## src/rtl/tri_fetch_engine.sv

```systemverilog
// Per-frame triangle fetch engine: walks instance descriptors, reads index triples and vertices,
// and hands assembled triangles to the transform stage through a staging + output buffer pair.
package tri_fetch_pkg;
   typedef struct packed {
      logic [15:0] z;
      logic [15:0] y;
      logic [15:0] x;
   } vertex_t;

   typedef struct packed {
      vertex_t v2;
      vertex_t v1;
      vertex_t v0;
   } triangle_t;
endpackage

module tri_fetch_engine
   import tri_fetch_pkg::*;
#(
   parameter int MAX_VERT     = 8192,
   parameter int MAX_TRI      = 8192,
   parameter int MAX_INST     = 16,
   parameter int MAX_TRI_CNT  = 256,
   parameter int MAX_VERT_CNT = 256,
   parameter int RD_LAT       = 1,
   localparam int VA_W   = $clog2(MAX_VERT),
   localparam int TA_W   = $clog2(MAX_TRI),
   localparam int IID_W  = $clog2(MAX_INST),
   localparam int TIDX_W = $clog2(MAX_TRI_CNT) + 1,
   localparam int VIDX_W = $clog2(MAX_VERT_CNT),
   localparam int TRI_W  = 3 * VIDX_W
)(
   input  logic              clk,
   input  logic              rst_n,
   input  logic              start,
   input  logic [IID_W:0]    inst_count,
   output logic [IID_W-1:0]  desc_inst_id,
   input  logic [VA_W-1:0]   desc_vert_base,
   input  logic [TA_W-1:0]   desc_tri_base,
   input  logic [TIDX_W-1:0] desc_tri_count,
   output logic              tri_rd_en,
   output logic [TA_W-1:0]   tri_addr,
   input  logic [TRI_W-1:0]  idx_tri,
   output logic              vert_rd_en,
   output logic [VA_W-1:0]   vert_addr,
   input  vertex_t           vert_in,
   output logic              tri_valid,
   input  logic              tri_ready,
   output triangle_t         tri_out,
   output logic [IID_W-1:0]  tri_inst_id,
   output logic              tri_last,
   output logic              busy,
   output logic              frame_done
);

   typedef enum logic [2:0] {
      S_IDLE, S_DESC, S_IDX, S_IWAIT, S_VTX, S_STAGE, S_DRAIN
   } state_t;

   state_t state, state_nx;

   logic              desc_ph;
   logic [IID_W:0]    inst_cnt_r;
   logic [IID_W-1:0]  inst_ctr;
   logic [VA_W-1:0]   vert_base_r;
   logic [TA_W-1:0]   tri_base_r;
   logic [TIDX_W-1:0] tri_cnt_r;
   logic [TIDX_W-1:0] tri_ctr;
   logic [TRI_W-1:0]  idx_r;
   logic [1:0]        vcnt;
   logic [VIDX_W-1:0] vidx;
   vertex_t           v0_r, v1_r;

   // Delayed copies of the read strobes mark the cycle each read returns.
   logic [RD_LAT-1:0]      ivld_pipe;
   logic [RD_LAT-1:0]      vvld_pipe;
   logic [RD_LAT-1:0][1:0] vsel_pipe;

   logic              stg_full, stg_known, stg_last;
   triangle_t         stg_tri;
   logic [IID_W-1:0]  stg_iid;

   logic idx_cap, v2_cap, tri_final, inst_final, out_load;

   assign idx_cap    = ivld_pipe[RD_LAT-1];
   assign v2_cap     = vvld_pipe[RD_LAT-1] && (vsel_pipe[RD_LAT-1] == 2'd2);
   assign tri_final  = (TIDX_W'(tri_ctr + 1'b1) == tri_cnt_r);
   assign inst_final = ({1'b0, inst_ctr} == (IID_W+1)'(inst_cnt_r - 1'b1));
   // A staged triangle whose last-ness is still unknown waits until a later descriptor decides it.
   assign out_load   = stg_full && stg_known && (!tri_valid || tri_ready);

   assign desc_inst_id = inst_ctr;
   assign busy         = (state != S_IDLE);
   assign tri_addr     = tri_base_r + TA_W'(tri_ctr);
   assign vert_addr    = vert_base_r + VA_W'(vidx);

   always_comb begin
      vidx = idx_r[VIDX_W-1:0];
      if (vcnt == 2'd1)      vidx = idx_r[2*VIDX_W-1:VIDX_W];
      else if (vcnt == 2'd2) vidx = idx_r[3*VIDX_W-1:2*VIDX_W];
   end

   always_ff @(posedge clk or negedge rst_n) begin
      if (!rst_n) state <= S_IDLE;
      else        state <= state_nx;
   end

   always_comb begin
      state_nx   = state;
      tri_rd_en  = 1'b0;
      vert_rd_en = 1'b0;
      case (state)
         S_IDLE:  if (start) state_nx = (inst_count == '0) ? S_DRAIN : S_DESC;
         S_DESC:  if (desc_ph) begin
                     if (desc_tri_count != '0) state_nx = S_IDX;
                     else if (inst_final)      state_nx = S_DRAIN;
                  end
         S_IDX:   if (!stg_full) begin
                     tri_rd_en = 1'b1;
                     state_nx  = S_IWAIT;
                  end
         S_IWAIT: if (idx_cap) state_nx = S_VTX;
         S_VTX:   begin
                     vert_rd_en = 1'b1;
                     if (vcnt == 2'd2) state_nx = S_STAGE;
                  end
         S_STAGE: if (v2_cap) begin
                     if (!tri_final)      state_nx = S_IDX;
                     else if (inst_final) state_nx = S_DRAIN;
                     else                 state_nx = S_DESC;
                  end
         S_DRAIN: if (!stg_full && (!tri_valid || tri_ready)) state_nx = S_IDLE;
         default: state_nx = S_IDLE;
      endcase
   end

   always_ff @(posedge clk or negedge rst_n) begin
      if (!rst_n) begin
         desc_ph     <= 1'b0;
         inst_cnt_r  <= '0;
         inst_ctr    <= '0;
         vert_base_r <= '0;
         tri_base_r  <= '0;
         tri_cnt_r   <= '0;
         tri_ctr     <= '0;
         idx_r       <= '0;
         vcnt        <= '0;
         v0_r        <= '0;
         v1_r        <= '0;
         ivld_pipe   <= '0;
         vvld_pipe   <= '0;
         vsel_pipe   <= '0;
         stg_full    <= 1'b0;
         stg_known   <= 1'b0;
         stg_last    <= 1'b0;
         stg_tri     <= '0;
         stg_iid     <= '0;
         tri_valid   <= 1'b0;
         tri_out     <= '0;
         tri_inst_id <= '0;
         tri_last    <= 1'b0;
         frame_done  <= 1'b0;
      end else begin
         frame_done   <= (state == S_DRAIN) && (state_nx == S_IDLE);
         ivld_pipe[0] <= tri_rd_en;
         vvld_pipe[0] <= vert_rd_en;
         vsel_pipe[0] <= vcnt;
         for (int k = 1; k < RD_LAT; k++) begin
            ivld_pipe[k] <= ivld_pipe[k-1];
            vvld_pipe[k] <= vvld_pipe[k-1];
            vsel_pipe[k] <= vsel_pipe[k-1];
         end

         case (state)
            S_IDLE: if (start) begin
               inst_cnt_r <= inst_count;
               inst_ctr   <= '0;
               desc_ph    <= 1'b0;
            end
            S_DESC: begin
               desc_ph <= !desc_ph;
               if (desc_ph) begin
                  vert_base_r <= desc_vert_base;
                  tri_base_r  <= desc_tri_base;
                  tri_cnt_r   <= desc_tri_count;
                  tri_ctr     <= '0;
                  if (desc_tri_count == '0 && !inst_final) inst_ctr <= inst_ctr + 1'b1;
                  if (stg_full && !stg_known) begin
                     if (desc_tri_count != '0) begin
                        stg_known <= 1'b1;
                        stg_last  <= 1'b0;
                     end else if (inst_final) begin
                        stg_known <= 1'b1;
                        stg_last  <= 1'b1;
                     end
                  end
               end
            end
            S_IWAIT: if (idx_cap) idx_r <= idx_tri;
            S_VTX:   vcnt <= (vcnt == 2'd2) ? 2'd0 : vcnt + 2'd1;
            S_STAGE: if (v2_cap) begin
               if (!tri_final) begin
                  tri_ctr <= tri_ctr + 1'b1;
               end else if (!inst_final) begin
                  inst_ctr <= inst_ctr + 1'b1;
                  desc_ph  <= 1'b0;
               end
            end
            default: ;
         endcase

         if (vvld_pipe[RD_LAT-1] && vsel_pipe[RD_LAT-1] == 2'd0) v0_r <= vert_in;
         if (vvld_pipe[RD_LAT-1] && vsel_pipe[RD_LAT-1] == 2'd1) v1_r <= vert_in;

         // Staging is always empty while in STAGE, since IDX waits for it to drain.
         if (state == S_STAGE && v2_cap) begin
            stg_full  <= 1'b1;
            stg_tri   <= '{v2: vert_in, v1: v1_r, v0: v0_r};
            stg_iid   <= inst_ctr;
            stg_known <= !tri_final || inst_final;
            stg_last  <= tri_final && inst_final;
         end else if (out_load) begin
            stg_full <= 1'b0;
         end

         if (out_load) begin
            tri_valid   <= 1'b1;
            tri_out     <= stg_tri;
            tri_inst_id <= stg_iid;
            tri_last    <= stg_last;
         end else if (tri_ready) begin
            tri_valid <= 1'b0;
         end
      end
   end

endmodule

```

## config.mk

```make
export PLATFORM = sky130hd
export DESIGN_NAME = tri_fetch_engine
export DESIGN_NICKNAME = d
export VERILOG_FILES = /design/src/rtl/tri_fetch_engine.sv
export SDC_FILE = /design/constraint.sdc
export NUM_CORES = 1
export LEC_CHECK = 0
export BUFFER_PORTS_ARGS = -buffer_cell sky130_fd_sc_hd__buf_2
export CELL_PAD_IN_SITES_DETAIL_PLACEMENT = 0
export CELL_PAD_IN_SITES_GLOBAL_PLACEMENT = 1
export CORE_ASPECT_RATIO = 0.8
export CORE_MARGIN = 3
export CORE_UTILIZATION = 35
export CTS_BUF_LIST = sky130_fd_sc_hd__clkbuf_4
export CTS_CLUSTER_DIAMETER = 40
export DETAILED_ROUTE_END_ITERATION = 10
export PLACE_DENSITY_LB_ADDON = 0.1
export SLEW_MARGIN = 5
export SYNTH_ARGS = -nofsm -noshare
export SYNTH_HDL_FRONTEND = slang
export SYNTH_SLANG_ARGS = --single-unit
```

## constraint.sdc

```tcl
create_clock -name clk -period 3.5 [get_ports clk]
set_input_delay 0.7 -clock clk [delete_from_list [all_inputs] [get_ports clk]]
set_output_delay 0.7 -clock clk [all_outputs]
set_load 0.1 [all_outputs]
```

## After elaboration in Yosys (flattened, before gate mapping)

Cells that the tools add are included.

- Input bits: 116
- Word-level logic and storage cells: 161
- Output and inout bits: 184
- Register bits after elaboration: 485

- Reductions and logical operators: 41
- Add/subtract/negate cells: 6
- Eq/ne operators: 19
- Muxes and demuxes: 50

Operator list:

| cell | count |
|---|---|
| 2-to-1 mux 3 bit | 12 |
| 2-to-1 mux 9 bit | 3 |
| 2-to-1 mux 4 bit | 6 |
| 2-to-1 mux 1 bit | 22 |
| one-hot mux 3 bit (7 select lines) | 1 |
| one-hot mux 9 bit (2 select lines) | 1 |
| 2-to-1 mux 8 bit | 2 |
| != test 2 bit (second input constant) | 7 |
| adder 13 x 8 -> 13 bit | 1 |
| adder 13 x 9 -> 13 bit | 1 |
| one-hot mux 4 bit (3 select lines) | 1 |
| nonzero test 2 bit | 6 |
| logical AND 1 bit | 11 |
| adder 9 x 1 -> 9 bit (second input constant) | 1 |
| equality test 3 bit (second input constant) | 3 |
| equality test 9 bit | 1 |
| zero test 9 bit | 1 |
| nonzero test 3 bit | 3 |
| nonzero test 9 bit | 1 |
| AND reduction 4 bit | 2 |
| AND reduction 7 bit | 1 |
| equality test 3 x 2 -> 1 bit (second input constant) | 2 |
| zero test 1 bit | 6 |
| zero test 3 bit | 2 |
| other kinds (14) | 19 |

## Longest topological paths before layout

Gate-level depths: netlist of run 1.

- Depth in word-level cells: 8
- Depth in mapped cells: 14
- Depth with buffers taken out: 12

## Least setup slack after synthesis of run 1

OpenSTA, ideal clock, no wires.

- Kind: reg-to-output
- From: register vcnt[1]
- To: output vert_addr[12]
- Cell stages (with the launch flop): 15
- Arrival: 4.397 ns
- Data required time: 2.800 ns
- Buffers on the path: 3
- Slack: -1.597 ns
- Cells stage by stage: dfrtp_1 clkbuf_1 clkbuf_1 clkbuf_1 a211oi_1 a21oi_1 ha_1 fa_1 a21o_1 a21oi_1 o21bai_1 a21oi_1 o31ai_1 nand3_1 xnor2_1

- Longest elaborated chain between the ends: 4
- Elaborated cells between the ends (all ways): 5
- Classes of those cells: add/sub (1); eq/ne (2); mux (2)

RTL lines:

| item | line | RTL |
|---|---|---|
| start, declared | 70 | `logic [1:0] vcnt;` |
| start signal, assigned | 200 | `S_VTX: vcnt <= (vcnt == 2'd2) ? 2'd0 : vcnt + 2'd1;` |
| equality test 2 bit | 100 | `else if (vcnt == 2'd2) vidx = idx_r[3*VIDX_W-1:2*VIDX_W];` |
| 2-to-1 mux 8 bit | 100 |  |
| 2-to-1 mux 8 bit * | 99 | `if (vcnt == 2'd1) vidx = idx_r[2*VIDX_W-1:VIDX_W];` |
| adder 13 x 8 -> 13 bit * | 95 | `assign vert_addr = vert_base_r + VA_W'(vidx);` |
| end, declared | 45 | `output logic [VA_W-1:0] vert_addr,` |

Mark *: on every way between the ends. The rest lies on a longest branch, timed or not.

## Worst setup path in the final report of run 1

Ends and elaborated chain as after synthesis.

==> results of run 1 <==
-- final timing paths --
path                                        end        from  cells past startpoint  slack (ns)
worst max-delay path              vert_addr[12]     vcnt[1]                     13       -0.78
worst min-delay path                  tri_valid   tri_ready                      3        0.20
worst max register to register  desc_inst_id[0]  tri_ctr[0]                     10        0.60
worst min register to register      stg_tri[67]    v1_r[19]                      2        0.45
max in group asynchronous          tri_out[110]       rst_n                      4        2.11
min in group asynchronous        tri_base_r[10]       rst_n                      2        0.36
-- cells in the mapped netlist, drive strengths merged, types with 3 or more instances --
cell type and n:
a211oi 13, inv 21, nand4 4, nand2 486, a21oi 26, or3 3, dfrtp 485, mux2 306
a31oi 4, a21o 4, and3 6, xor2 9, buf 11, ha 20, nand2b 3, o21ai 21
nand3 16, a21boi 3, mux2i 10, clkbuf 72, nor2b 14, nor3 11, and3b 3, nor4 3
nand3b 5, nor2 29, xnor2 29, nor3b 5, o211ai 4
-- through the flow --
stage	utilization	power, mW
finish	0.473	11.3
detailed placement	0.415	6.15
CTS	0.470	11.6
floorplan	-	5.87
global placement	0.415	6.14
global route	0.472	12.0
-- repair_timing --
item                                    4_1_cts  5_1_grt
endpoints found under the setup margin       22       21
endpoints found under the hold margin       255        0
hold buffers                                113        0
gates resized for setup                      52       22
setup buffers                                16       10
pin swaps                                    31       26
-- worst reg2reg max path: stages (launching register included) --
cell      delay [ns]
dfrtp_1         0.38
buf_4           0.13
buf_4           0.15
ha_1            0.30
and2_4          0.20
and3_1          0.16
a2111o_1        0.37
o21a_1          0.21
or3_4           0.42
a21boi_0        0.28
o22ai_1         0.13
-- report_power, final --
part,internal [mW],switching (mW)
clock,2.93,2.26
combinational,0.219,0.253
sequential,5.65,0.0209
total,8.80,2.54
-- metal layers --
metal  wire length [um]  share of wire  up-vias  GRT usage
met5                 27        0.00051        -          0
met4               1350          0.026        4     0.0808
met3               2860          0.054      103     0.0509
met2              24700           0.47      311      0.283
met1              23700           0.45     7150      0.236
li1                   -              -     6766          -
-- sequential cells by signal (all words and copies together), names as in the netlist, 2 cells and up --
register / cells
stg_tri: 144
tri_out: 144
v0_r: 48
v1_r: 48
idx_r: 24
tri_base_r: 13
vert_base_r: 13
tri_cnt_r: 9
tri_ctr: 9
inst_cnt_r: 5
desc_inst_id: 4
stg_iid: 4
tri_inst_id: 4
state: 3
vcnt: 2
vsel_pipe: 2
-- cell families after synthesis --
kind of cell    Yosys count  share of synthesized area
flops                   485                      0.609
simple gates            594                      0.123
xor+xnor                 38                     0.0167
fa+ha+maj                22                     0.0146
buf+inv                 104                     0.0207
compound gates          109                     0.0381
mux                     316                      0.178
-- area by class of cell --
class | instances | area, sq um | area share
Inverter | 21 | 78.8 | 0.00299
Timing Repair Buffer | 479 | 3610 | 0.137
Multi-Input combinational cell | 1079 | 7940 | 0.301
Tap cell | 750 | 938 | 0.0356
Clock inverter | 17 | 248 | 0.00940
Antenna cell | 6 | 15.0 | 0.000569
Sequential cell | 485 | 12100 | 0.460
Clock buffer | 187 | 1400 | 0.0532
==> results.md, run 1 <==
* Crit path cell chain: buf_6 > a211oi_2 > a21oi_1 > ha_2 > fa_2 > a21o_1 > a21oi_2 > o21bai_1 > a21oi_2 > o31ai_4 > nand3_2 > xnor2_4 > buf_12
* Required time worst endpoint at between 2 and 3 ns
* Avg WL per Cell at around 17 um
* Synthesis-to-finish area growth at 32.4%
* Post-route ant nets at 0
* Final Skew at between 0.05 and 0.06 ns
* Synth Net Count at roughly 1800
* Gpl congestion at between 0.7 and 0.8
* DRC Markers at 0
* Slew @ Worst Pin at 1.08 ns
* Post-synthesis register bit count at between 400 and 500
* Seq/Total Area, Yosys at 0.609
* Largest net degree at the start of global routing at 89
* Post-Synthesis Cell Area at roughly 20000 sq um
* Final wirelength at 52600 um
* TritonCTS clock tree: done
* Area after DPL at ~23000 sq um
* Outcome: finished with violations
* CP arrival at between 3 and 4 ns
* PnR worst setup slack at -0.776 ns
* Layout cells sized above 1 at 0.417
* Antenna violations before repair at 5
* Fillers at about 5200
* Pre-Repair DR Iteration Count at 5
* Commonest non-fill, non-tap cells in the layout: dfrtp_1, nand2_1, mux2_2
* Critical path's most frequent cell: a21oi_2
* Top cells by area, synth: dfrtp_1, mux2_2, nand2_1
* Iter 0 DRT Violations at roughly 620
* Kind of critical path: flip-flop to output pin
* Worst slew margin at 0.276
* Pwr Density at approximately 430 nW/um^2
* Min Hold Slack at ~0.20 ns
* Post-synth EDFFs at 0
* Core footprint at between 50000 and 60000 sq um
* TNS Setup at -8.16 ns
* DP HPWL at 33600 um
* Pleak at ~14 nW
* Max cap viols at 0
* Post-route cell area at 26400 sq um
* Number of I/O port buffers at ~300
* Crit path buf inv count at 2
* Worst-path clk slew at roughly 0.07 ns
* Root buf cell: clkbuf_4
* Maximum clock path buffer count at 3
* Die Width at roughly 270 um
* Vias per cell at approximately 4.7
* Yosys warnings at 0
* I/O pin total at 300
* Crit start category: flip-flop
* Post-layout min period at around 4.3 ns
* Syn Area/Cell at around 12 sq um
* Most common cell after layout, fill and taps aside: dfrtp_1
* Initial core utilization at 0.357
* Top Family by Delay on Critical Path: compound AO/OA/AOI/OAI gates
* Final setup fails at 18
* GRT Overall Usage at 0.182
* Post-synth top area cell: dfrtp_1
* Global-route wire length before repair at around 85000 um
* Max Fclk at around 0.23 GHz
* Violated checks: negative setup slack
* TritonCTS sink count at slightly below 500
* Library cells used by synthesis at 63
* Worst Setup End Kind: output pin
* Die height at approximately 220 um
* Die Area at 59800 sq um
* Tcrit/Tclk final at 1.22
* DR vias at about 14000
* H-tree levels at 4
* CP Max Fanout at 8
* RSZ-0062 raised after global routing: yes
* HP Class: input pin to flip-flop
* Skew-Pair Late Insertion Delay at between 0.8 and 0.9 ns
* Ys flop type: dfrtp_1
* Number of global-route vias before repair at ~15000
* Fin cells at around 3000
* CTS Buf Count at between 100 and 150
* Placed cells at about 2700
* Max incr delay on CP at 0.48 ns
* Fraction of registers with async set or reset after synthesis at 1.00
* Share of the synthesized area in the top cell type at 0.609
* Worst VDD drop at 0.000235 V
* Final Hold Fails at 0
* DP Worst Slack at -0.128 ns
* Critical path's slowest cell: dfrtp_2
* Nets@finish at roughly 2300
* FP Rows at between 70 and 80
* Synth Instances at 1668
* Grt ovf at 0
* Final Max Tran Viols at 0
(Power assumes the default switching activity.)
==> run 2: changes to the inputs <==
--- a/config.mk
+++ b/config.mk
@@ -5,7 +5,6 @@
 export SDC_FILE = /design/constraint.sdc
 export NUM_CORES = 1
 export LEC_CHECK = 0
-export BUFFER_PORTS_ARGS = -buffer_cell sky130_fd_sc_hd__buf_2
 export CELL_PAD_IN_SITES_DETAIL_PLACEMENT = 0
 export CELL_PAD_IN_SITES_GLOBAL_PLACEMENT = 1
 export CORE_ASPECT_RATIO = 0.8
@@ -14,6 +13,8 @@
 export CTS_BUF_LIST = sky130_fd_sc_hd__clkbuf_4
 export CTS_CLUSTER_DIAMETER = 40
 export DETAILED_ROUTE_END_ITERATION = 10
+export DONT_BUFFER_PORTS = 1
+export MAX_ROUTING_LAYER = met4
 export PLACE_DENSITY_LB_ADDON = 0.1
 export SLEW_MARGIN = 5
 export SYNTH_ARGS = -nofsm -noshare
==> run 2 against run 1 <==
  * The run ends with negative hold slack, max-slew violations, negative setup slack left
  * Non-clock buffer count shrank 273
  * Design area shrank 5.4%
  * Register-to-register slack lost 0.08 ns
  * Worst hold slack lost 0.69 ns
  * Clock power shrank 3%
  * Routed wire length shrank 3.0%
  * Clock skew shrank 0.011 ns
  * Critical path depth is the same
  * Combinational power shrank 41%
  * Global-route usage shrank 0.16 points
  * Sequential share of layout area grew 2.6 points
  * Critical path type unchanged
  * Highest routed layer is now met4
==> results.md, run 2 (same netlist as run 1, synthesis figures left out) <==
* Number of global-route vias before repair at 14200 (was 15500)
* Grt ovf at 0 (unchanged)
* Final Skew at 0.0419 ns (was 0.0533 ns)
* Crit start category: flip-flop (unchanged)
* H-tree levels at 4 (unchanged)
* Area after DPL at 21700 sq um (was 23100 sq um)
* Vias per cell at 4.86 (was 4.74)
* Die Area at 59800 sq um (unchanged)
* GRT Overall Usage at 0.180 (was 0.182)
* Antenna violations before repair at 4 (was 5)
* Number of I/O port buffers at 0 (was 299)
* Pleak at 12.4 nW (was 13.7 nW)
* CP Max Fanout at 6 (was 8)
* Iter 0 DRT Violations at 711 (was 617)
* I/O pin total at 300 (unchanged)
* Synthesis-to-finish area growth at 25.2% (was 32.4%)
* Final Util at 0.447 (was 0.473)
* Crit path buf inv count at 4 (was 2)
* Core footprint at 55800 sq um (unchanged)
* Root buf cell: clkbuf_4 (unchanged)
* Skew-Pair Late Insertion Delay at 0.89 ns (about the same)
* Global-route wire length before repair at 81000 um (was 84800 um)
* DRC Markers at 0 (unchanged)
* TNS Setup at -8.71 ns (was -8.16 ns)
* Final Max Tran Viols at 103 (was 0)
* Top Family by Delay on Critical Path: compound AO/OA/AOI/OAI gates (unchanged)
* Final wirelength at 51000 um (was 52600 um)
* Final Hold Fails at 485 (was 0)
* Die Width at 273 um (unchanged)
* Max cap viols at 0 (unchanged)
* Post-layout min period at 4.38 ns (was 4.28 ns)
* Cts hold-fix bufs at 114 (was 113)
* Avg WL per Cell at 18.4 um (was 17.4 um)
* Post-route cell area at 24900 sq um (was 26400 sq um)
* FP Rows at 77 (unchanged)
* CP arrival at 3.68 ns (was 3.58 ns)
* RSZ-0062 raised after global routing: yes (unchanged)
* DR vias at 13400 (was 14300)
* Fillers at 5257 (was 5222)
* PnR worst setup slack at -0.877 ns (was -0.776 ns)
* Die height at 219 um (unchanged)
* CTS Buf Count at 136 (was 131)
* Tcrit/Tclk final at 1.25 (was 1.22)
* Pwr Density at 440 nW/um^2 (was 430 nW/um^2)
* Worst-path clk slew at 0.07 ns (about the same)
* Violated checks: negative hold slack, max-slew violations, negative setup slack (was negative setup slack)
* Outcome: finished with violations (unchanged)
* Max Fclk at 0.228 GHz (was 0.234 GHz)
* HP Class: input pin to async pin (was input pin to flip-flop)
* Tot Pwr at 11.0 mW (was 11.3 mW)
* Nets@finish at 2067 (was 2335)
* Pre-Repair DR Iteration Count at 5 (unchanged)
* Kind of critical path: flip-flop to output pin (unchanged)
* DP HPWL at 30900 um (was 33600 um)
* Max incr delay on CP at 0.47 ns (was 0.48 ns)
* Worst slew margin at -0.113 (was 0.276)
* TritonCTS clock tree: done (unchanged)
* Largest net degree at the start of global routing at 486 (was 89)
* Most common cell after layout, fill and taps aside: dfrtp_1 (unchanged)
* Gpl congestion at 0.816 (was 0.793)
* Required time worst endpoint at 2.80 ns (about the same)
* Critical path's slowest cell: dfrtp_2 (unchanged)
* Min Hold Slack at -0.491 ns (was 0.203 ns)
* Worst Setup End Kind: output pin (unchanged)
* Maximum clock path buffer count at 3 (unchanged)
* Initial core utilization at 0.357 (unchanged)
* TritonCTS sink count at 485 (unchanged)
* Commonest non-fill, non-tap cells in the layout: dfrtp_1, nand2_1, mux2_2 (unchanged)
* Worst VDD drop at 0.000306 V (was 0.000235 V)
* Layout cells sized above 1 at 0.341 (was 0.417)
* Largest regs: stg_tri (144), tri_out (144) (unchanged)
* Final setup fails at 18 (unchanged)
* Crit path cell chain: buf_6 > nor2b_1 > a211oi_1 > a21oi_1 > ha_1 > inv_1 > o21bai_2 > a211oi_4 > buf_4 > o41ai_4 > nand2_2 > xnor2_4 > buf_12 (was buf_6 > a211oi_2 > a21oi_1 > ha_2 > fa_2 > a21o_1 > a21oi_2 > o21bai_1 > a21oi_2 > o31ai_4 > nand3_2 > xnor2_4 > buf_12)
* Post-route ant nets at 0 (unchanged)
* Slew @ Worst Pin at 1.67 ns (was 1.08 ns)
## run 2: area by class of cell
| cell class | instances | area, sq um | area share |
|---|---|---|---|
| Sequential cell | 485 | 12100 | 0.487 |
| Multi-Input combinational cell | 1079 | 7970 | 0.320 |
| Timing Repair Buffer | 206 | 2180 | 0.0873 |
| Clock buffer | 192 | 1440 | 0.0578 |
| Tap cell | 750 | 938 | 0.0376 |
| Clock inverter | 29 | 189 | 0.00757 |
| Inverter | 21 | 78.8 | 0.00316 |
| Antenna cell | 4 | 10.0 | 0.000401 |
## run 2: worst paths after layout
path,endpoint,cells after the start,slack [ns],from
max in group asynchronous,tri_out[90],0,2.63,rst_n
min in group clk,desc_ph,3,0.22,start
worst max-delay path,vert_addr[11],13,-0.88,vcnt[1]
worst min-delay path,tri_base_r[5],0,-0.49,rst_n
worst max register to register,desc_inst_id[2],11,0.52,tri_ctr[1]
worst min register to register,stg_tri[34],2,0.43,v0_r[34]
## run 2: routing by layer
metal  up-vias  track usage  wire, um
li1       6243            -         -
met5         -            -         0
met1      6760        0.222     22500
met2       324        0.271     23700
met3       107       0.0549      3380
met4         0       0.0842      1410
## run 2: through the flow
step | instances | setup slack, ns
floorplan | 1668 | -0.306
global placement | 2405 | -0.0549
detailed placement | 2405 | -0.0978
CTS | 2757 | -1.03
global route | 2766 | -1.12
finish | 2766 | -0.877
## run 2: worst reg2reg max path, delay by kind of cell (launching register included)
family,cells,cell delay (ns)
AND/OR/NAND/NOR,3,0.78
AO/OA/AOI/OAI,4,1.06
buffers and inverters,3,0.38
adder cells (fa/ha/maj),1,0.28
flip-flops,1,0.39
## run 2: where the power goes
part / switching (mW) / total [mW] / internal (mW)
Sequential: 0.0213 / 5.67 / 5.65
Combinational: 0.119 / 0.279 / 0.160
Clock: 2.37 / 5.03 / 2.65
Total: 2.51 / 11.0 / 8.46
## run 2: repair_timing
action                     in CTS  in global routing
buffers inserted               24                 13
setup endpoints to repair      21                 22
hold endpoints to repair      698                485
pin swaps                      32                 24
gates resized for setup        56                 22
